## config.mk

```make
export PLATFORM = sky130hd
export DESIGN_NAME = vga_timing_gen
export DESIGN_NICKNAME = d
export VERILOG_FILES = /design/src/rtl/vga_pkg.sv /design/src/rtl/vga_delay_line.sv /design/src/rtl/vga_timing_gen.sv
export SDC_FILE = /design/constraint.sdc
export NUM_CORES = 1
export LEC_CHECK = 0
export CAP_MARGIN = 40
export CORE_MARGIN = 1.5
export CORE_UTILIZATION = 48
export CTS_BUF_LIST = sky130_fd_sc_hd__clkbuf_8
export CTS_CLUSTER_SIZE = 30
export DETAILED_ROUTE_END_ITERATION = 7
export GPL_TIMING_DRIVEN = 0
export PLACE_DENSITY = 0.89
export SYNTH_ARGS = -nofsm -noshare
export SYNTH_HDL_FRONTEND = slang
export SYNTH_HIERARCHICAL = 1
export SYNTH_SLANG_ARGS = --single-unit
```

## constraint.sdc

```tcl
create_clock -name clk -period 3.27 [get_ports clk]
set_input_delay 0.8175 -clock clk [delete_from_list [all_inputs] [get_ports clk]]
set_output_delay 0.8175 -clock clk [all_outputs]
set_load 0.01 [all_outputs]
```

## src/rtl/vga_pkg.sv

```systemverilog
// Shared constants and types for the VGA timing / pixel output path.
// Defaults describe 640x480@60 with a 25.175 MHz pixel strobe.
package vga_pkg;

    localparam int H_ACTIVE_640 = 640;
    localparam int H_FP_640     = 16;
    localparam int H_SYNC_640   = 96;
    localparam int H_BP_640     = 48;
    localparam int V_ACTIVE_480 = 480;
    localparam int V_FP_480     = 10;
    localparam int V_SYNC_480   = 2;
    localparam int V_BP_480     = 33;

    localparam logic SYNC_ACT_LOW  = 1'b0;
    localparam logic SYNC_ACT_HIGH = 1'b1;

    localparam int CW_DEF = 8;

    typedef struct packed {
        logic [CW_DEF-1:0] r;
        logic [CW_DEF-1:0] g;
        logic [CW_DEF-1:0] b;
    } rgb_t;

    // Colour-bar channel enables {r,g,b}: white, yellow, cyan, green,
    // magenta, red, blue, black.
    function automatic logic [2:0] bar_mask(input logic [2:0] bar);
        logic [2:0] m;
        case (bar)
            3'd0:    m = 3'b111;
            3'd1:    m = 3'b110;
            3'd2:    m = 3'b011;
            3'd3:    m = 3'b010;
            3'd4:    m = 3'b101;
            3'd5:    m = 3'b100;
            3'd6:    m = 3'b001;
            default: m = 3'b000;
        endcase
        return m;
    endfunction

endpackage

```

## src/rtl/vga_delay_line.sv

```systemverilog
// Enable-gated shift register with a configurable reset value.
// DEPTH=0 degenerates to a wire so callers need no special case.
module vga_delay_line #(
    parameter int                WIDTH   = 1,
    parameter int                DEPTH   = 1,
    parameter logic [WIDTH-1:0]  RST_VAL = '0
) (
    input  logic             clk,
    input  logic             rst,
    input  logic             en,
    input  logic [WIDTH-1:0] d,
    output logic [WIDTH-1:0] q
);

    generate
        if (DEPTH == 0) begin : g_pass
            logic w_unused;
            assign w_unused = &{1'b0, clk, rst, en};
            assign q = d;
        end else begin : g_pipe
            logic [WIDTH-1:0] r_pipe [DEPTH];

            // Shift one stage per enable; reset fills every stage with RST_VAL.
            always_ff @(posedge clk or posedge rst) begin
                if (rst) begin
                    for (int i = 0; i < DEPTH; i++) r_pipe[i] <= RST_VAL;
                end else if (en) begin
                    r_pipe[0] <= d;
                    for (int i = 1; i < DEPTH; i++) r_pipe[i] <= r_pipe[i-1];
                end
            end

            assign q = r_pipe[DEPTH-1];
        end
    endgenerate

endmodule

```

## src/rtl/vga_timing_gen.sv

```systemverilog
// VGA raster timing generator and pixel output stage.
// Optional build macro: VGA_TESTPAT_EN replaces rgb_in with an internal
// 8-bar colour pattern framed by a 1-pixel white border.
//
// Alignment: rgb_in arrives PIPE_DLY strobes after its coordinate, so the
// raw sync/blank is delayed PIPE_DLY strobes and then registered together
// with the colour, keeping all pin outputs in the same output register.
module vga_timing_gen
    import vga_pkg::*;
#(
    parameter int   H_ACTIVE = H_ACTIVE_640,
    parameter int   H_FP     = H_FP_640,
    parameter int   H_SYNC   = H_SYNC_640,
    parameter int   H_BP     = H_BP_640,
    parameter int   V_ACTIVE = V_ACTIVE_480,
    parameter int   V_FP     = V_FP_480,
    parameter int   V_SYNC   = V_SYNC_480,
    parameter int   V_BP     = V_BP_480,
    parameter logic HS_POL   = SYNC_ACT_LOW,
    parameter logic VS_POL   = SYNC_ACT_LOW,
    parameter int   PIPE_DLY = 2,
    parameter int   CW       = CW_DEF
) (
    input  logic          clk,
    input  logic          rst,
    input  logic          pix_en,
    input  logic [3*CW-1:0] rgb_in,
    output logic [10:0]   x,
    output logic [9:0]    y,
    output logic          active,
    output logic          line_start,
    output logic          frame_start,
    output logic          hsync,
    output logic          vsync,
    output logic          blank_n,
    output logic [CW-1:0] red,
    output logic [CW-1:0] green,
    output logic [CW-1:0] blue
);

    localparam int H_TOTAL = H_ACTIVE + H_FP + H_SYNC + H_BP;
    localparam int V_TOTAL = V_ACTIVE + V_FP + V_SYNC + V_BP;

    localparam logic [10:0] X_LAST   = 11'(H_TOTAL - 1);
    localparam logic [9:0]  Y_LAST   = 10'(V_TOTAL - 1);
    localparam logic [10:0] X_ACT    = 11'(H_ACTIVE);
    localparam logic [9:0]  Y_ACT    = 10'(V_ACTIVE);
    localparam logic [10:0] HS_START = 11'(H_ACTIVE + H_FP);
    localparam logic [10:0] HS_END   = 11'(H_ACTIVE + H_FP + H_SYNC);
    localparam logic [9:0]  VS_START = 10'(V_ACTIVE + V_FP);
    localparam logic [9:0]  VS_END   = 10'(V_ACTIVE + V_FP + V_SYNC);

    generate
        if (H_FP < 1 || H_SYNC < 1 || H_BP < 1 || V_FP < 1 || V_SYNC < 1 ||
            V_BP < 1 || PIPE_DLY < 0 || PIPE_DLY > 8 ||
            H_TOTAL > 2048 || V_TOTAL > 1024) begin : g_param_err
            $error("vga_timing_gen: zero porch/sync, PIPE_DLY outside 0..8, or totals exceed x/y width");
        end
    endgenerate

    logic [10:0]   r_x;
    logic [9:0]    r_y;
    logic          r_first;
    logic          w_x_last;
    logic          w_y_last;
    logic          w_hs_raw;
    logic          w_vs_raw;
    logic          w_act;
    logic          w_hs_dly;
    logic          w_vs_dly;
    logic          w_act_dly;
    logic [3*CW-1:0] w_rgb_src;
    logic          r_hs;
    logic          r_vs;
    logic          r_blank_n;
    logic [3*CW-1:0] r_rgb;

    assign w_x_last = (r_x == X_LAST);
    assign w_y_last = (r_y == Y_LAST);

    // Raster counters; r_first marks the very first strobe after reset so it
    // reports a frame/line start even though (x,y) did not wrap into (0,0).
    always_ff @(posedge clk or posedge rst) begin
        if (rst) begin
            r_x     <= '0;
            r_y     <= '0;
            r_first <= 1'b1;
        end else if (pix_en) begin
            r_first <= 1'b0;
            if (w_x_last) begin
                r_x <= '0;
                r_y <= w_y_last ? '0 : r_y + 10'd1;
            end else begin
                r_x <= r_x + 11'd1;
            end
        end
    end

    assign line_start  = pix_en & ~rst & (r_first | w_x_last);
    assign frame_start = pix_en & ~rst & (r_first | (w_x_last & w_y_last));

    assign w_hs_raw = (r_x >= HS_START && r_x < HS_END) ? HS_POL : ~HS_POL;
    assign w_vs_raw = (r_y >= VS_START && r_y < VS_END) ? VS_POL : ~VS_POL;
    assign w_act    = (r_x < X_ACT) && (r_y < Y_ACT);

    vga_delay_line #(
        .WIDTH   (3),
        .DEPTH   (PIPE_DLY),
        .RST_VAL ({~HS_POL, ~VS_POL, 1'b0})
    ) u_sync_dly (
        .clk (clk),
        .rst (rst),
        .en  (pix_en),
        .d   ({w_hs_raw, w_vs_raw, w_act}),
        .q   ({w_hs_dly, w_vs_dly, w_act_dly})
    );

`ifdef VGA_TESTPAT_EN
    // Bars are H_ACTIVE/8 wide so all eight colours fit the visible line.
    localparam logic [10:0] BAR_W = 11'((H_ACTIVE >= 8) ? H_ACTIVE / 8 : 1);

    logic            w_border;
    logic [2:0]      w_bar;
    logic [2:0]      w_mask;
    logic [3*CW-1:0] w_pat;
    logic            w_unused_rgb;

    assign w_unused_rgb = ^rgb_in;
    assign w_border = (r_x == '0) || (r_x == X_ACT - 11'd1) ||
                      (r_y == '0) || (r_y == Y_ACT - 10'd1);
    assign w_bar    = 3'(r_x / BAR_W);
    assign w_mask   = w_border ? 3'b111 : bar_mask(w_bar);
    assign w_pat    = {{CW{w_mask[2]}}, {CW{w_mask[1]}}, {CW{w_mask[0]}}};

    // Pattern is generated from the current coordinate, so it takes the same
    // delay a real renderer would have.
    vga_delay_line #(
        .WIDTH   (3*CW),
        .DEPTH   (PIPE_DLY),
        .RST_VAL ('0)
    ) u_pat_dly (
        .clk (clk),
        .rst (rst),
        .en  (pix_en),
        .d   (w_pat),
        .q   (w_rgb_src)
    );
`else
    assign w_rgb_src = rgb_in;
`endif

    // Pin output register: sync, blank and colour all load on the same strobe.
    always_ff @(posedge clk or posedge rst) begin
        if (rst) begin
            r_hs      <= ~HS_POL;
            r_vs      <= ~VS_POL;
            r_blank_n <= 1'b0;
            r_rgb     <= '0;
        end else if (pix_en) begin
            r_hs      <= w_hs_dly;
            r_vs      <= w_vs_dly;
            r_blank_n <= w_act_dly;
            r_rgb     <= w_act_dly ? w_rgb_src : '0;
        end
    end

    assign x       = r_x;
    assign y       = r_y;
    assign active  = w_act;
    assign hsync   = r_hs;
    assign vsync   = r_vs;
    assign blank_n = r_blank_n;
    assign {red, green, blue} = r_rgb;

endmodule

```

== Word-level counts from Yosys, hierarchy flattened ==
Index checks and enable logic that the tools add are counted.

* Add/sub/neg operators: 2
* $lt $le $gt $ge: 6
* Equality and inequality tests: 2
* Muxes and demuxes: 5
* Bitwise gates (word level): 7
* Reduce and logical (&&, ||, !) cells: 4

{| class="wikitable"
|+ Operators by type and width
! operator !! number
|-
| $mux W24 || 1
|-
| $lt A11 B10 Y1 const B || 2
|-
| $lt A10 B9 Y1 const B || 2
|-
| $add A11 B1 Y11 const B || 1
|-
| $eq A11 B10 Y1 const B || 1
|-
| $ge A11 B10 Y1 const B || 1
|-
| $mux W11 || 1
|-
| $add A10 B1 Y10 const B || 1
|-
| $eq A10 B10 Y1 const B || 1
|-
| $ge A10 B9 Y1 const B || 1
|-
| $mux W10 || 1
|-
| $and A1 B1 Y1 || 4
|-
| $logic_and A1 B1 Y1 || 3
|-
| $mux W1 || 2
|-
| $or A1 B1 Y1 || 2
|-
| $reduce_and A2 Y1 || 1
|-
| $not A1 Y1 || 1
|}

* Register bits: 55
* Input bits: 27
* Output and inout bits: 51

== Longest topological paths before layout ==
* Depth in word-level cells: 4
* Mapped depth: 6

== Hierarchy ==
The synthesis kept the hierarchy.

{| class="wikitable"
|+ By module, submodules not included
! module !! times used !! cells each !! area an instance (um^2) !! sequential area each (um^2)
|-
| vga_timing_gen || 1 || 234 || 2260.9 || 1229.9
|-
| vga_delay_line || 1 || 17 || 282.8 || 155.1
|}

== Worst setup path before layout ==
No wires, ideal clock.

* Kind: input -> output
* Start point: input port rst
* End point: output port line_start
* Data arrival time: 2.185 ns
* Data required time: 2.453 ns
* Setup slack: 0.268 ns
* Cell stages on the path: 2
* Buffers on the path: 0
* Cells stage by stage: inv_1 -> o211a_1

* Cells in the longest elaborated chain, start to end: 3

{| class="wikitable"
|+ Ends and longest elaborated chain
! what !! RTL line !! source
|-
| start, declared || vga_timing_gen.sv:25 || <nowiki>input logic rst,</nowiki>
|-
| $not A1 Y1 || vga_timing_gen.sv:99 || <nowiki>assign line_start = pix_en & ~rst & (r_first | w_x_last);</nowiki>
|-
| $and A1 B1 Y1 (2 in series) || vga_timing_gen.sv:99 ||
|-
| end, declared || vga_timing_gen.sv:31 || <nowiki>output logic line_start,</nowiki>
|}

No other way between the ends.

== Worst setup path in the final report ==
Same ends and word-level chain as after synthesis.

==> flow_metrics.env <==
export IMPL_status="complete, no violations"
export IMPL_finalSetupTns_ns=0
export IMPL_vias_per_cell=5.12
export IMPL_synth_xor_area_share_pct=4.48
export IMPL_io_pins=78
export IMPL_synth_compound_area_share_pct=8.61
export IMPL_cts_htree_levels=2
export IMPL_maxSlewViolCount=0
export IMPL_post_cts_buffers=0
export IMPL_grt_pass1_vias=2092
export IMPL_dr_first_iter_drc_count=94
export IMPL_synthArstFlopShare_pct=100
export IMPL_wl_per_cell_um=14.9
export IMPL_crit_start="rst"
export IMPL_seq_area_sq_um=1390
export IMPL_overflow=0
export IMPL_drt_total_wl_mm=6.06
export IMPL_synth_seq_cells=55
export IMPL_synth_ff_type="dfrtp_1"
export IMPL_dp_cells=399
export IMPL_critical_path_class="in -> out"
export IMPL_clkPwrFrac_pct=26.3
export IMPL_fin_area_sq_um=3530
export IMPL_power_mw=1.40
export IMPL_fmax_mhz=319
export IMPL_cap_violations=0
export IMPL_antenna_found_initial=0
export IMPL_busiest_layer="met2"
export IMPL_root_buffer="clkbuf_8"
export IMPL_holdPathStages=1
export IMPL_setup_viol=0
export IMPL_use_met2_pct=38.6
export IMPL_ant_nets=0
export IMPL_synth_avg_cell_area_sq_um=10.1
export IMPL_insertion_delay_ns=0.31
export IMPL_cellInternalPower_mw=1.01
export IMPL_cts_hold_fix_buffers=0
export IMPL_vias=2083
export IMPL_grt_max_degree=27
export IMPL_synthMuxAreaShare_pct=5.26
export IMPL_die_area_sq_um=5740
export IMPL_row_count=26
export IMPL_max_slew_margin_rel_pct=59.6
export IMPL_drc=0
export IMPL_ys_seq_area_share_pct=54.5
export IMPL_synth_area_sq_um=2540
export IMPL_die_height_um=75.8
export IMPL_cts_buffers=5
export IMPL_switching_power_mw=0.396
export IMPL_fillerInstances=386
export IMPL_coreArea_sq_um=5110
export IMPL_swShare_pct=28.2
export IMPL_postLayoutCoreUtil_pct=69.1
export IMPL_r2r_slack_ns=0.93
export IMPL_gr_usage_met1_pct=28.4
export IMPL_grt_usage_pct=22.7
export IMPL_yosysWarnings=6
export IMPL_crit_required_ns=2.45
export IMPL_postSynthCellCount=251
export IMPL_final_common_cell="clkdlybuf4s50_1"
export IMPL_synth_edf_count=0
export IMPL_worst_pin_slew_ns=0.601
export IMPL_min_path_type="reg -> reg"
export IMPL_hold_viol_final=0
export IMPL_diodes=0
export IMPL_power_leakage_nw=1.51
export IMPL_synth_simple_area_share_pct=17.2
export IMPL_r2r_cells=6
export IMPL_fin_crit_ns=3.13
export IMPL_area_growth_pct=38.7
export IMPL_first_pass_iters=4
export IMPL_final_cells=407
export IMPL_grt_pass1_wl_mm=9.79
export IMPL_crit_end="line_start"
export IMPL_vdd_ir_drop_max_mv=0.259
export IMPL_io_buffers=77
export IMPL_cp_arrival_ns=2.31
export IMPL_place_congestion=0.850
export IMPL_multi_input_area_sq_um=972
export IMPL_endpoint_kind="output pin"
export IMPL_powerDensity_nw_per_um2=398
export IMPL_die_w_um=75.8
export IMPL_placed_area_sq_um=3420
export IMPL_worst_slack_ns=0.138
export IMPL_timing_rr_end="y[2]$_DFFE_PP0P_"
export IMPL_pwr_share_comb_pct=18.5
export IMPL_clock_skew_ns=0.00431
export IMPL_met3_usage_pct=5.42
export IMPL_synth_fp_nets=283
export IMPL_ys_types=43
export IMPL_cts_clk_slew_worst_paths_ns=0.10
export IMPL_rsz0062_at_grt="no"
export IMPL_cts_buffer_depth=2
export IMPL_clkSinkCount=55
export IMPL_hpwl_mm=4.53
export IMPL_dp_slack_ns=-0.530
export IMPL_seqPwrFrac_pct=55.2
export IMPL_critPathMaxFanout=26
export IMPL_critical_path_reg2reg_startpoint="x[0]$_DFFE_PP0P_"
export IMPL_synthAdderAreaFrac_pct=2.46
export IMPL_startpoint_type="input port"
export IMPL_synth_top_family_by_area="simple AND/OR/NAND/NOR gates"
export IMPL_fin_hold_ws_ns=0.505
export IMPL_layout_common_cells="clkdlybuf4s50_1 (75), dfrtp_1 (48), nand2_1 (31), inv_1 (31), o21ai_0 (31)"
export IMPL_initial_utilization_pct=49.8
export IMPL_period_share_pct=95.8
export IMPL_final_net_count=368
export IMPL_cts_tree="done"
export IMPL_drive_gt1_share_pct=12.2
-- cell families (layout without fill, tap and decap cells) --
group | after synthesis | count (layout)
AOI/OAI and AO/OA | 40 | 40
xor gates and xnor gates | 13 | 13
adders and majority gates | 5 | 5
buffers and inverters | 45 | 131
DFF | 55 | 55
muxes | 10 | 10
and+or+nand+nor | 83 | 83
-- registers in the layout (all words and copies together), names as in the netlist --
register	flops
r_rgb	24
hsync	1
u_sync_dly/g_pipe.r_pipe	3
x	11
r_first	1
y	10
blank_n	1
u_sync_dly/q	3
vsync	1
-- cell usage after synthesis, types with 2 or more instances --
library cell / number / share of area [%]
o21ai_0: 31 / 6.1
inv_1: 31 / 4.6
nand4_1: 5 / 1.2
nor3_1: 3 / 0.59
or4_1: 3 / 0.89
dfrtp_1: 48 / 47
mux2_4: 6 / 3.5
clkbuf_1: 7 / 1.0
xnor2_1: 7 / 2.4
mux2_2: 3 / 1.3
and3_1: 5 / 1.2
buf_4: 4 / 1.2
ha_1: 5 / 2.5
dfstp_2: 7 / 7.2
nor3b_1: 2 / 0.59
xor2_1: 6 / 2.1
o211ai_1: 3 / 0.89
nor4_1: 2 / 0.49
nand3_1: 9 / 1.8
nand2_1: 31 / 4.6
a21oi_1: 2 / 0.39
nor2_1: 10 / 1.5
-- power by group through the flow --
stage	clock, mW	combinational (mW)	sequential, mW
detailed placement	0	0.257	0.787
global route	0.401	0.280	0.784
CTS	0.375	0.260	0.775
floorplan	0	0.111	0.791
finish	0.369	0.260	0.775
global placement	0	0.244	0.783
-- layer usage --
layer  wire length (um)  up-vias
li1                   -      997
met1               2650      982
met2               2790       93
met3                528       11
met4                 86        0
met5                  0        -
-- worst max-delay path, cell delays in order --
cell and delay (ns):
clkdlybuf4s50_1 0.50, inv_6 0.25, o211a_1 0.18, clkdlybuf4s50_1 0.55
-- repair_timing --
item	in CTS	in global routing
hold endpoints to repair	0	0
setup endpoints to repair	2	2
resized for setup	9	2
-- worst min path at each step --
stage	start	endpoint	slack, ns
floorplan	r_first$_DFFE_PP1P_	r_first$_DFFE_PP1P_	0.47
global placement	r_first$_DFFE_PP1P_	r_first$_DFFE_PP1P_	0.48
detailed placement	r_first$_DFFE_PP1P_	r_first$_DFFE_PP1P_	0.49
CTS	r_first$_DFFE_PP1P_	r_first$_DFFE_PP1P_	0.51
global route	r_first$_DFFE_PP1P_	r_first$_DFFE_PP1P_	0.52
finish	r_first$_DFFE_PP1P_	r_first$_DFFE_PP1P_	0.50
-- cell type report --
cell class	instances	share of cell area (%)
Clock inverter	3	0.461
Multi-Input combinational cell	151	27.6
Clock buffer	5	1.95
Timing Repair Buffer	78	22.3
Inverter	31	3.44
Sequential cell	55	39.3
Buffer	14	2.52
Tap cell	70	2.48
(Power assumes the default switching activity.)
